<file path="config.mk">
export PLATFORM = sky130hd
export DESIGN_NAME = photonic_tx_scheduler
export DESIGN_NICKNAME = d
export VERILOG_FILES = /design/src/rtl/net_pkg.sv /design/src/rtl/sync_fifo.sv /design/src/rtl/photonic_tx_scheduler.sv
export SDC_FILE = /design/constraint.sdc
export NUM_CORES = 1
export LEC_CHECK = 0
export ABC_AREA = 1
export ABC_CLOCK_PERIOD_IN_PS = 7020
export BUFFER_PORTS_ARGS = -buffer_cell sky130_fd_sc_hd__buf_2
export CAP_MARGIN = 20
export CORE_MARGIN = 4
export CORE_UTILIZATION = 38
export CTS_BUF_LIST = sky130_fd_sc_hd__clkbuf_8
export CTS_CLUSTER_SIZE = 28
export DETAILED_ROUTE_END_ITERATION = 7
export GPL_TIMING_DRIVEN = 1
export PLACE_DENSITY_LB_ADDON = 0.3
export SYNTH_ARGS = -nofsm -noshare
export SYNTH_HDL_FRONTEND = slang
export SYNTH_SLANG_ARGS = --single-unit
</file>
<file path="constraint.sdc">
create_clock -name clk -period 7.02 [get_ports clk]
set_clock_uncertainty 0.05 [all_clocks]
set_input_delay 1.053 -clock clk [delete_from_list [all_inputs] [get_ports clk]]
set_output_delay 1.053 -clock clk [all_outputs]
set_load 0.005 [all_outputs]
</file>
<file path="src/rtl/net_pkg.sv">
// Shared photonic-network types used by the transmit scheduler and its FIFOs.
package net_pkg;

  typedef logic [31:0] packet_t;
  typedef logic [15:0] node_t;

  localparam packet_t IDLE_PACKET = 32'h0;

endpackage

</file>
<file path="src/rtl/sync_fifo.sv">
// Single-clock first-word-fall-through FIFO; a push into a full FIFO is
// accepted only when a pop frees a slot on the same edge.
module sync_fifo #(
  parameter int WIDTH = 32,
  parameter int DEPTH = 8
) (
  input  logic                   clk,
  input  logic                   rst,
  input  logic                   push,
  input  logic                   pop,
  input  logic [WIDTH-1:0]       din,
  output logic [WIDTH-1:0]       dout,
  output logic                   full,
  output logic                   empty,
  output logic [$clog2(DEPTH):0] count
);

  localparam int AW = $clog2(DEPTH);
  localparam logic [AW:0] FULL_CNT = (AW+1)'(DEPTH);
  localparam logic [AW:0] CNT_ONE  = (AW+1)'(1);
  localparam logic [AW-1:0] PTR_ONE = AW'(1);

  logic [WIDTH-1:0] r_mem [DEPTH];
  logic [AW-1:0]    r_wr_ptr;
  logic [AW-1:0]    r_rd_ptr;
  logic [AW:0]      r_count;
  logic             w_do_push;
  logic             w_do_pop;

  assign full      = (r_count == FULL_CNT);
  assign empty     = (r_count == '0);
  assign count     = r_count;
  assign dout      = r_mem[r_rd_ptr];
  assign w_do_pop  = pop && !empty;
  assign w_do_push = push && (!full || w_do_pop);

  // Storage is not reset: the count alone decides which entries are live.
  always_ff @(posedge clk) begin
    if (w_do_push) begin
      r_mem[r_wr_ptr] <= din;
    end
  end

  always_ff @(posedge clk or posedge rst) begin
    if (rst) begin
      r_wr_ptr <= '0;
      r_rd_ptr <= '0;
      r_count  <= '0;
    end else begin
      if (w_do_push) begin
        r_wr_ptr <= r_wr_ptr + PTR_ONE;
      end
      if (w_do_pop) begin
        r_rd_ptr <= r_rd_ptr + PTR_ONE;
      end
      case ({w_do_push, w_do_pop})
        2'b10:   r_count <= r_count + CNT_ONE;
        2'b01:   r_count <= r_count - CNT_ONE;
        default: r_count <= r_count;
      endcase
    end
  end

endmodule

</file>
<file path="src/rtl/photonic_tx_scheduler.sv">
// Buffers control and data words and launches at most one per TDMA slot owned
// by this node, control first.
module photonic_tx_scheduler
  import net_pkg::*;
#(
  parameter int FIFO_DEPTH  = 8,
  parameter int SLOT_CYCLES = 2,
  parameter int DROP_W      = 8
) (
  input  logic              clk,
  input  logic              rst,
  input  node_t             node_id,
  input  node_t             max_node,
  input  packet_t           control_tx_packet,
  input  packet_t           data_tx_packet,
  output logic              ctrl_fifo_full,
  output logic              data_fifo_full,
  output logic              net_tx_valid,
  output logic              net_tx_is_ctrl,
  output node_t             net_tx_src,
  output packet_t           net_tx_packet,
  output node_t             slot_owner,
  output logic [DROP_W-1:0] ctrl_drop_cnt,
  output logic [DROP_W-1:0] data_drop_cnt
);

  localparam int FA    = $clog2(FIFO_DEPTH);
  localparam int CNT_W = (SLOT_CYCLES > 1) ? $clog2(SLOT_CYCLES) : 1;
  localparam logic [CNT_W-1:0]  LAST_CYCLE    = CNT_W'(SLOT_CYCLES - 1);
  localparam logic [CNT_W-1:0]  CYC_ONE       = CNT_W'(1);
  localparam logic [FA:0]       FIFO_FULL_CNT = (FA+1)'(FIFO_DEPTH);
  localparam logic [DROP_W-1:0] DROP_ONE      = DROP_W'(1);

  logic [CNT_W-1:0]  r_cycle_cnt;
  node_t             r_slot_owner;
  logic              r_tx_valid;
  logic              r_tx_is_ctrl;
  node_t             r_tx_src;
  packet_t           r_tx_packet;
  logic [DROP_W-1:0] r_ctrl_drop;
  logic [DROP_W-1:0] r_data_drop;

  node_t             w_eff_max;
  logic              w_slot_wrap;
  logic              w_slot_start;
  logic              w_push_ctrl;
  logic              w_push_data;
  logic              w_pop_ctrl;
  logic              w_pop_data;
  logic              w_ctrl_drop;
  logic              w_data_drop;
  packet_t           w_ctrl_head;
  packet_t           w_data_head;
  logic              w_ctrl_full;
  logic              w_data_full;
  logic              w_ctrl_empty;
  logic              w_data_empty;
  logic [FA:0]       w_ctrl_count;
  logic [FA:0]       w_data_count;

  assign w_eff_max    = (max_node == 16'd0) ? 16'd1 : max_node;
  assign w_slot_wrap  = (r_cycle_cnt == LAST_CYCLE);
  // A node index outside the frame never owns a launch, even transiently.
  assign w_slot_start = (r_slot_owner == node_id) && (r_cycle_cnt == '0) &&
                        (node_id < w_eff_max);

  assign w_push_ctrl = (control_tx_packet != IDLE_PACKET);
  assign w_push_data = (data_tx_packet != IDLE_PACKET);
  assign w_pop_ctrl  = w_slot_start && !w_ctrl_empty;
  assign w_pop_data  = w_slot_start && w_ctrl_empty && !w_data_empty;
  assign w_ctrl_drop = w_push_ctrl && w_ctrl_full && !w_pop_ctrl;
  assign w_data_drop = w_push_data && w_data_full && !w_pop_data;

  sync_fifo #(.WIDTH(32), .DEPTH(FIFO_DEPTH)) u_ctrl_fifo (
    .clk   (clk),
    .rst   (rst),
    .push  (w_push_ctrl),
    .pop   (w_pop_ctrl),
    .din   (control_tx_packet),
    .dout  (w_ctrl_head),
    .full  (w_ctrl_full),
    .empty (w_ctrl_empty),
    .count (w_ctrl_count)
  );

  sync_fifo #(.WIDTH(32), .DEPTH(FIFO_DEPTH)) u_data_fifo (
    .clk   (clk),
    .rst   (rst),
    .push  (w_push_data),
    .pop   (w_pop_data),
    .din   (data_tx_packet),
    .dout  (w_data_head),
    .full  (w_data_full),
    .empty (w_data_empty),
    .count (w_data_count)
  );

  // The frame length is sampled only on a slot wrap.
  always_ff @(posedge clk or posedge rst) begin
    if (rst) begin
      r_cycle_cnt  <= '0;
      r_slot_owner <= '0;
    end else if (w_slot_wrap) begin
      r_cycle_cnt <= '0;
      if (r_slot_owner >= w_eff_max - 16'd1) begin
        r_slot_owner <= '0;
      end else begin
        r_slot_owner <= r_slot_owner + 16'd1;
      end
    end else begin
      r_cycle_cnt <= r_cycle_cnt + CYC_ONE;
    end
  end

  always_ff @(posedge clk or posedge rst) begin
    if (rst) begin
      r_tx_valid   <= 1'b0;
      r_tx_is_ctrl <= 1'b0;
      r_tx_src     <= '0;
      r_tx_packet  <= '0;
    end else begin
      r_tx_valid <= w_pop_ctrl || w_pop_data;
      if (w_pop_ctrl || w_pop_data) begin
        r_tx_is_ctrl <= w_pop_ctrl;
        r_tx_src     <= node_id;
        r_tx_packet  <= w_pop_ctrl ? w_ctrl_head : w_data_head;
      end
    end
  end

  always_ff @(posedge clk or posedge rst) begin
    if (rst) begin
      r_ctrl_drop <= '0;
      r_data_drop <= '0;
    end else begin
      if (w_ctrl_drop && (r_ctrl_drop != '1)) begin
        r_ctrl_drop <= r_ctrl_drop + DROP_ONE;
      end
      if (w_data_drop && (r_data_drop != '1)) begin
        r_data_drop <= r_data_drop + DROP_ONE;
      end
    end
  end

  assign ctrl_fifo_full = (w_ctrl_count == FIFO_FULL_CNT);
  assign data_fifo_full = (w_data_count == FIFO_FULL_CNT);
  assign net_tx_valid   = r_tx_valid;
  assign net_tx_is_ctrl = r_tx_is_ctrl;
  assign net_tx_src     = r_tx_src;
  assign net_tx_packet  = r_tx_packet;
  assign slot_owner     = r_slot_owner;
  assign ctrl_drop_cnt  = r_ctrl_drop;
  assign data_drop_cnt  = r_data_drop;

endmodule

</file>
; ---- Word level (Yosys, flattened, before mapping)
; Memories as Yosys holds them, arrays and structs flattened.
; Cells that the tools add are included.
[totals]
register_bits = 103
latchBits = 0
mem_bits_rw = 512
rom_bits = 0
inputBits = 98
word_cells = 82
n_memories = 2
[memory_table]
columns = name, depth, width, rd, rd_clocked_by_memory_dff, wr, line
row1 = u_ctrl_fifo.r_mem, 8, 32, 1, 0, 1, sync_fifo.sv:23  ; logic [WIDTH-1:0] r_mem [DEPTH];
row2 = u_data_fifo.r_mem, 8, 32, 1, 0, 1, sync_fifo.sv:23
[classes]
addsub = 13
multipliers = 0
div = 0
magnitude_cmp = 2
eq_ne = 9
n_shift = 0
mux = 10
n_bitwise = 1
n_reduce_logical = 31
[ops]
columns = op, n
row1 = nonzero test 32 bit, 2
row2 = two-way mux 16 bit, 2
row3 = two-way mux 32 bit, 1
row4 = adder 16 x 1 -> 16 bit (second input constant), 1
row5 = adder 8 x 1 -> 8 bit (second input constant), 2
row6 = == test 16 bit, 1
row7 = greater-or-equal comparator 16 bit, 1
row8 = zero test 16 bit, 1
row9 = < comparator 16 bit, 1
row10 = != test 8 bit (second input constant), 2
row11 = case mux 4 bit (2 select lines), 2
row12 = subtractor 16 x 1 -> 16 bit (second input constant), 1
row13 = logical AND 1 bit, 15
row14 = adder 3 x 1 -> 3 bit (second input constant), 4
row15 = adder 4 x 1 -> 4 bit (second input constant), 2
row16 = == test 4 bit (second input constant), 2
row17 = zero test 4 bit, 2
row18 = subtractor 4 x 1 -> 4 bit (second input constant), 2
row19 = zero test 1 bit, 6
row20 = two-way mux 1 bit, 5
row21 = == test 2 x 1 -> 1 bit (second input constant), 2
row22 = == test 2 bit (second input constant), 2
row23 = nonzero test 2 bit, 2
row24 = logical OR 1 bit, 3
row25 = other kinds (2), 2

; ---- Logic depth before layout (Yosys ltp)
[logic_depth]
word_depth = 11
depth_mapped = 28

; ---- Cells and area by module
; Synthesis repeated with hierarchy kept, for this count alone.
[hier_totals]
hier_cells = 2357
area_unflattened_um2 = 26770.7
[modules_own_cells]
columns = mod, n_inst, cells_each, area_each_um2, seq_area_each_um2
row1 = sync_fifo, 2, 794, 10586.4, 7937.6
row2 = photonic_tx_scheduler, 1, 769, 5597.9, 2077.0

; ---- Worst setup path after synthesis
; OpenSTA, ideal clock, no wires.
[synth_timing]
path_kind = input port to flip-flop
start = input port max_node[15]
end = memory u_ctrl_fifo.r_mem[0][0], enable pin
arrival_ps = 3970
required_time_ps = 6549
setup_slack_ps = 2579
stages = 11
path_buffers = 0
cell_sequence = inv_1 > ha_1 > a22oi_1 > nor3b_1 > nand3_1 > nor2_1 > nand2_4 > nand2_1 > nand2_1 > or2_2 > nor2_1
[synth_via]
elab_chain_len = 10
[synth_rtl]
columns = item, line
row1 = "start, declared", photonic_tx_scheduler.sv:13  ; input node_t max_node,
row2 = zero test 16 bit, photonic_tx_scheduler.sv:61  ; assign w_eff_max = (max_node == 16'd0) ? 16'd1 : max_node;
row3 = two-way mux 16 bit *, photonic_tx_scheduler.sv:61
row4 = < comparator 16 bit *, photonic_tx_scheduler.sv:65  ; (node_id < w_eff_max);
row5 = logical AND 1 bit *, photonic_tx_scheduler.sv:64  ; assign w_slot_start = (r_slot_owner == node_id) && (r_cycle_cnt == '0) &&
row6 = logical AND 1 bit *, photonic_tx_scheduler.sv:69  ; assign w_pop_ctrl = w_slot_start && !w_ctrl_empty;
row7 = logical AND 1 bit *, sync_fifo.sv:34  ; assign w_do_pop = pop && !empty;
row8 = logical OR 1 bit *, sync_fifo.sv:35  ; assign w_do_push = push && (!full || w_do_pop);
row9 = logical AND 1 bit *, sync_fifo.sv:35
row10 = two-way mux 1 bit *, sync_fifo.sv:39  ; if (w_do_push) begin
row11 = two-way mux 1 bit (implied by the code) *, sync_fifo.sv:40  ; r_mem[r_wr_ptr] <= din;
row12 = "end, declared", sync_fifo.sv:23
; Mark *: on every way between the ends. The rest lies on a longest branch, timed or not.

; ---- Worst setup path after layout
[layout_timing]
start = input port max_node[13]
end = register r_slot_owner[11], in the netlist slot_owner[11]
[layout_via]
elab_chain_len = 5
[layout_rtl]
columns = item, line
row1 = zero test 16 bit, photonic_tx_scheduler.sv:61
row2 = two-way mux 16 bit *, photonic_tx_scheduler.sv:61
row3 = subtractor 16 x 1 -> 16 bit *, photonic_tx_scheduler.sv:105  ; if (r_slot_owner >= w_eff_max - 16'd1) begin
row4 = greater-or-equal comparator 16 bit *, photonic_tx_scheduler.sv:105
row5 = two-way mux 16 bit *, photonic_tx_scheduler.sv:105
row6 = "end signal, assigned", photonic_tx_scheduler.sv:108  ; r_slot_owner <= r_slot_owner + 16'd1;
row7 = "end, declared", photonic_tx_scheduler.sv:35  ; node_t r_slot_owner;
; Marked as above.
; A chain may end at the register's enable or synchronous reset.

==> run_results.csv <==
group,metric,value,unit
setup_path,critPathRequiredTime,7530,ps
timing,tightestPinTransition,1110,ps
power_and_ir_drop,leakage,11.7,nW
final_layout,fin_area,30100,µm²
final_layout,final_cell_mix,"512 x edfxtp_1, 434 x nand2_1, 181 x buf_2",
cts,cts-root-buf,"clkbuf_8",
power_and_ir_drop,pwr-share-comb,18.0,%
setup_path,path_class,"primary input to register",
min_path,hold_class,"primary input to asynchronous set/reset pin",
flow_run,max_cap_viol_count,0,
power_and_ir_drop,p_sw,0.00292,W
die,start_util,38.5,%
cts,clk_path_buf_depth,3,
place,place_congestion,0.898,
global_route,antenna_found_initial,7,
synthesis,syn_avg_cell_area,12.4,µm²
place,port_buffers,181,
timing,holdWs,373,ps
die,die_y,270,µm
die,top_level_ports,182,
power_and_ir_drop,p_sw_share,28.9,%
cts,cts_resized,0,
timing,fin_crit_sh,54.2,%
setup_path,crit_fanout,14,
die,coreArea,67500,µm²
synthesis,synth_nets,2240,
route,drt-total-wl,64500,µm
power_and_ir_drop,power.density,336,nW/µm²
cts,clkSinkCount,615,
synthesis,synth_ff_type,"edfxtp_1",
route,via_per_inst,5.27,
synthesis,ys_ff_latch,615,
final_layout,drive_gt1_share,17.5,%
global_route,grt_first_pass_wirelength,98800,µm
die,fp.dieArea,72700,µm²
synthesis,synth-async-reset-ratio,16.7,%
cts,clk_pin_slew,60,ps
route,vias,17200,
power_and_ir_drop,power_frac_clock,30.2,%
route,drcViolationCount,0,
synthesis,ys_types,45,
synthesis,synth_edf_count,512,
setup_path,worst_ep_arrival_time,4310,ps
timing,timing.final.crit_period,3810,ps
synthesis,yosysSeqAreaShare,69.0,%
setup_path,critPathLaunchType,"primary input",
synthesis,synthesis.area,26000,µm²
setup_path,crit_path_end_kind,"register",
timing,setup_violations,0,
final_layout,final_util,44.6,%
timing,setup-tns-final,0,ps
route,wl_per_cell,19.8,µm
route,drtPass1Iterations,5,
cts,tritoncts,"yes",
final_layout,nets,2434,
cts,numCtsBuffers,101,
die,die_x,270,µm
timing,fmax,0.263,GHz
timing,finalHoldViolCount,0,
route,drt-initial-drc-count,1363,
timing,slew_viol_final,0,
run_status,status,"completed",
cts,cts_max_level,3,
place,placed_cell_area,27800,µm²
route,ant_nets,0,
global_route,grt.total_usage,17.2,%
timing,slew_headroom,25.7,%
cts,post_cts_buffers,0,
global_route,grt_pass1_vias,17000,
synthesis,yosys_warnings,0,
final_layout,layout_commonest_cell,"edfxtp_1",
synthesis,synth_cells,2097,
timing,rsz0062_at_grt,"no",
place,dp_hpwl,40100,µm
final_layout,area_growth,15.7,%
power_and_ir_drop,seqPwrFrac,51.8,%
cts,insertion_delay,690,ps
global_route,grt-ovfl-total,0,
power_and_ir_drop,p_int,0.00718,W
cts,hold_buffers,0,
global_route,grt_max_degree,95,
die,num_rows,95,
power_and_ir_drop,peakVddDrop,199,µV
critical path, cell delays in order:
cell and delay [ps]:
buf_2 130, nor2_1 50, nand2_1 100, nor2_1 60
nand2_1 80, nand2_1 80, inv_1 100, nand4_1 140
nor3_1 270, nand3_1 180, nor3_1 290, nand3_1 180
o31ai_1 300, ha_1 320, nand2_1 70, a21oi_1 40
a211oi_1 250, nand2_1 120, nand2_1 70, inv_1 200
nor3b_1 240
path summary, 6_finish.rpt:
kind                                       startpoint                             endpoint  slack, ps  cells past startpoint
max in group asynchronous                         rst  u_data_fifo.r_rd_ptr[1]$_DFFE_PP0P_       5180                      3
min in group clk           net_tx_src[15]$_DFFE_PP0P_           net_tx_src[15]$_DFFE_PP0P_        450                      2
min reg2reg                net_tx_src[15]$_DFFE_PP0P_           net_tx_src[15]$_DFFE_PP0P_        450                      2
min                                               rst         net_tx_packet[2]$_DFFE_PP0P_        370                      2
max                                      max_node[13]           slot_owner[11]$_DFFE_PP0P_       3210                     21
max reg2reg                 slot_owner[3]$_DFFE_PP0P_   u_data_fifo.r_mem[7][22]$_DFFE_PP_       3490                     10
layer usage:
layer,part of all wire (%),vias to the layer above,track usage [%]
met1,44,8481,23.3
met4,2.1,4,5.46
met2,48,499,28.4
li1,-,8080,-
met3,5.4,93,3.07
met5,0.036,-,0
registers in the layout, indices dropped and copies added (netlist names), 3 cells and up:
signal,count
u_ctrl_fifo.r_rd_ptr,3
u_ctrl_fifo.count,4
data_drop_cnt,8
u_ctrl_fifo.r_wr_ptr,3
u_data_fifo.r_wr_ptr,3
net_tx_src,16
u_data_fifo.count,4
ctrl_drop_cnt,8
u_ctrl_fifo.r_mem,256
net_tx_packet,32
u_data_fifo.r_rd_ptr,3
u_data_fifo.r_mem,256
slot_owner,16
cell families after synthesis:
family | count (synthesis) | share of synthesized area, %
compound gates | 430 | 11.0
xor+xnor | 53 | 1.78
fa+ha+maj | 45 | 2.22
buf+inv | 191 | 3.07
flops | 615 | 69.0
mux | 32 | 1.23
simple gates | 731 | 11.6
area by class of cell:
cell class	count	area, µm²
sequential	615	18000
inverter	74	287
fill	6117	37400
multi-input combinational	1291	7370
clock buffer	117	1610
timing repair buffer	208	1380
tap	873	1090
clock inverter	71	394
antenna	4	10.0
stage by stage:
stage / instances / total power [W] / setup WS [ps]
after floorplan: 2097 / 0.00623 / 2580
after global placement: 3046 / 0.00688 / 2530
after detailed placement: 3048 / 0.00699 / 2540
after CTS: 3236 / 0.0101 / 3270
after global routing: 3251 / 0.0106 / 2860
final: 3253 / 0.0101 / 3210
Yosys cell counts, types with 2 or more instances:
master | n | area share, %
or2_2 | 2 | 0.048
inv_1 | 68 | 0.98
nand3_1 | 76 | 1.5
nand2_1 | 434 | 6.3
inv_4 | 2 | 0.048
ha_1 | 43 | 2.1
a31oi_1 | 4 | 0.096
a32oi_1 | 32 | 1.1
buf_1 | 15 | 0.22
a21oi_1 | 83 | 1.6
nor3b_1 | 3 | 0.087
o22ai_1 | 33 | 0.79
o21ai_0 | 170 | 3.3
nor2_2 | 5 | 0.12
a32o_1 | 32 | 1.2
nand4_1 | 13 | 0.31
dfrtp_1 | 103 | 9.9
o211ai_2 | 32 | 1.5
nor4_1 | 20 | 0.48
o21a_1 | 3 | 0.087
clkbuf_1 | 84 | 1.2
o211ai_1 | 2 | 0.058
xor2_1 | 39 | 1.3
buf_6 | 8 | 0.35
nand2_2 | 4 | 0.096
xnor2_1 | 14 | 0.47
nor2_1 | 156 | 2.3
mux2i_1 | 32 | 1.2
nor3_1 | 13 | 0.25
fa_1 | 2 | 0.15
nor2_8 | 2 | 0.15
o221ai_1 | 32 | 1.1
buf_4 | 2 | 0.058
buf_2 | 8 | 0.15
edfxtp_1 | 512 | 59
inv_2 | 3 | 0.043
a211oi_1 | 3 | 0.087
power groups by stage:
stage               combinational [W]  clock [W]  sequential [W]
floorplan                    0.000973          0         0.00526
detailed placement            0.00167          0         0.00532
global placement              0.00159          0         0.00529
finish                        0.00182    0.00305         0.00523
CTS                           0.00168    0.00313         0.00525
global route                  0.00201    0.00331         0.00530
(Power assumes the default switching activity.)
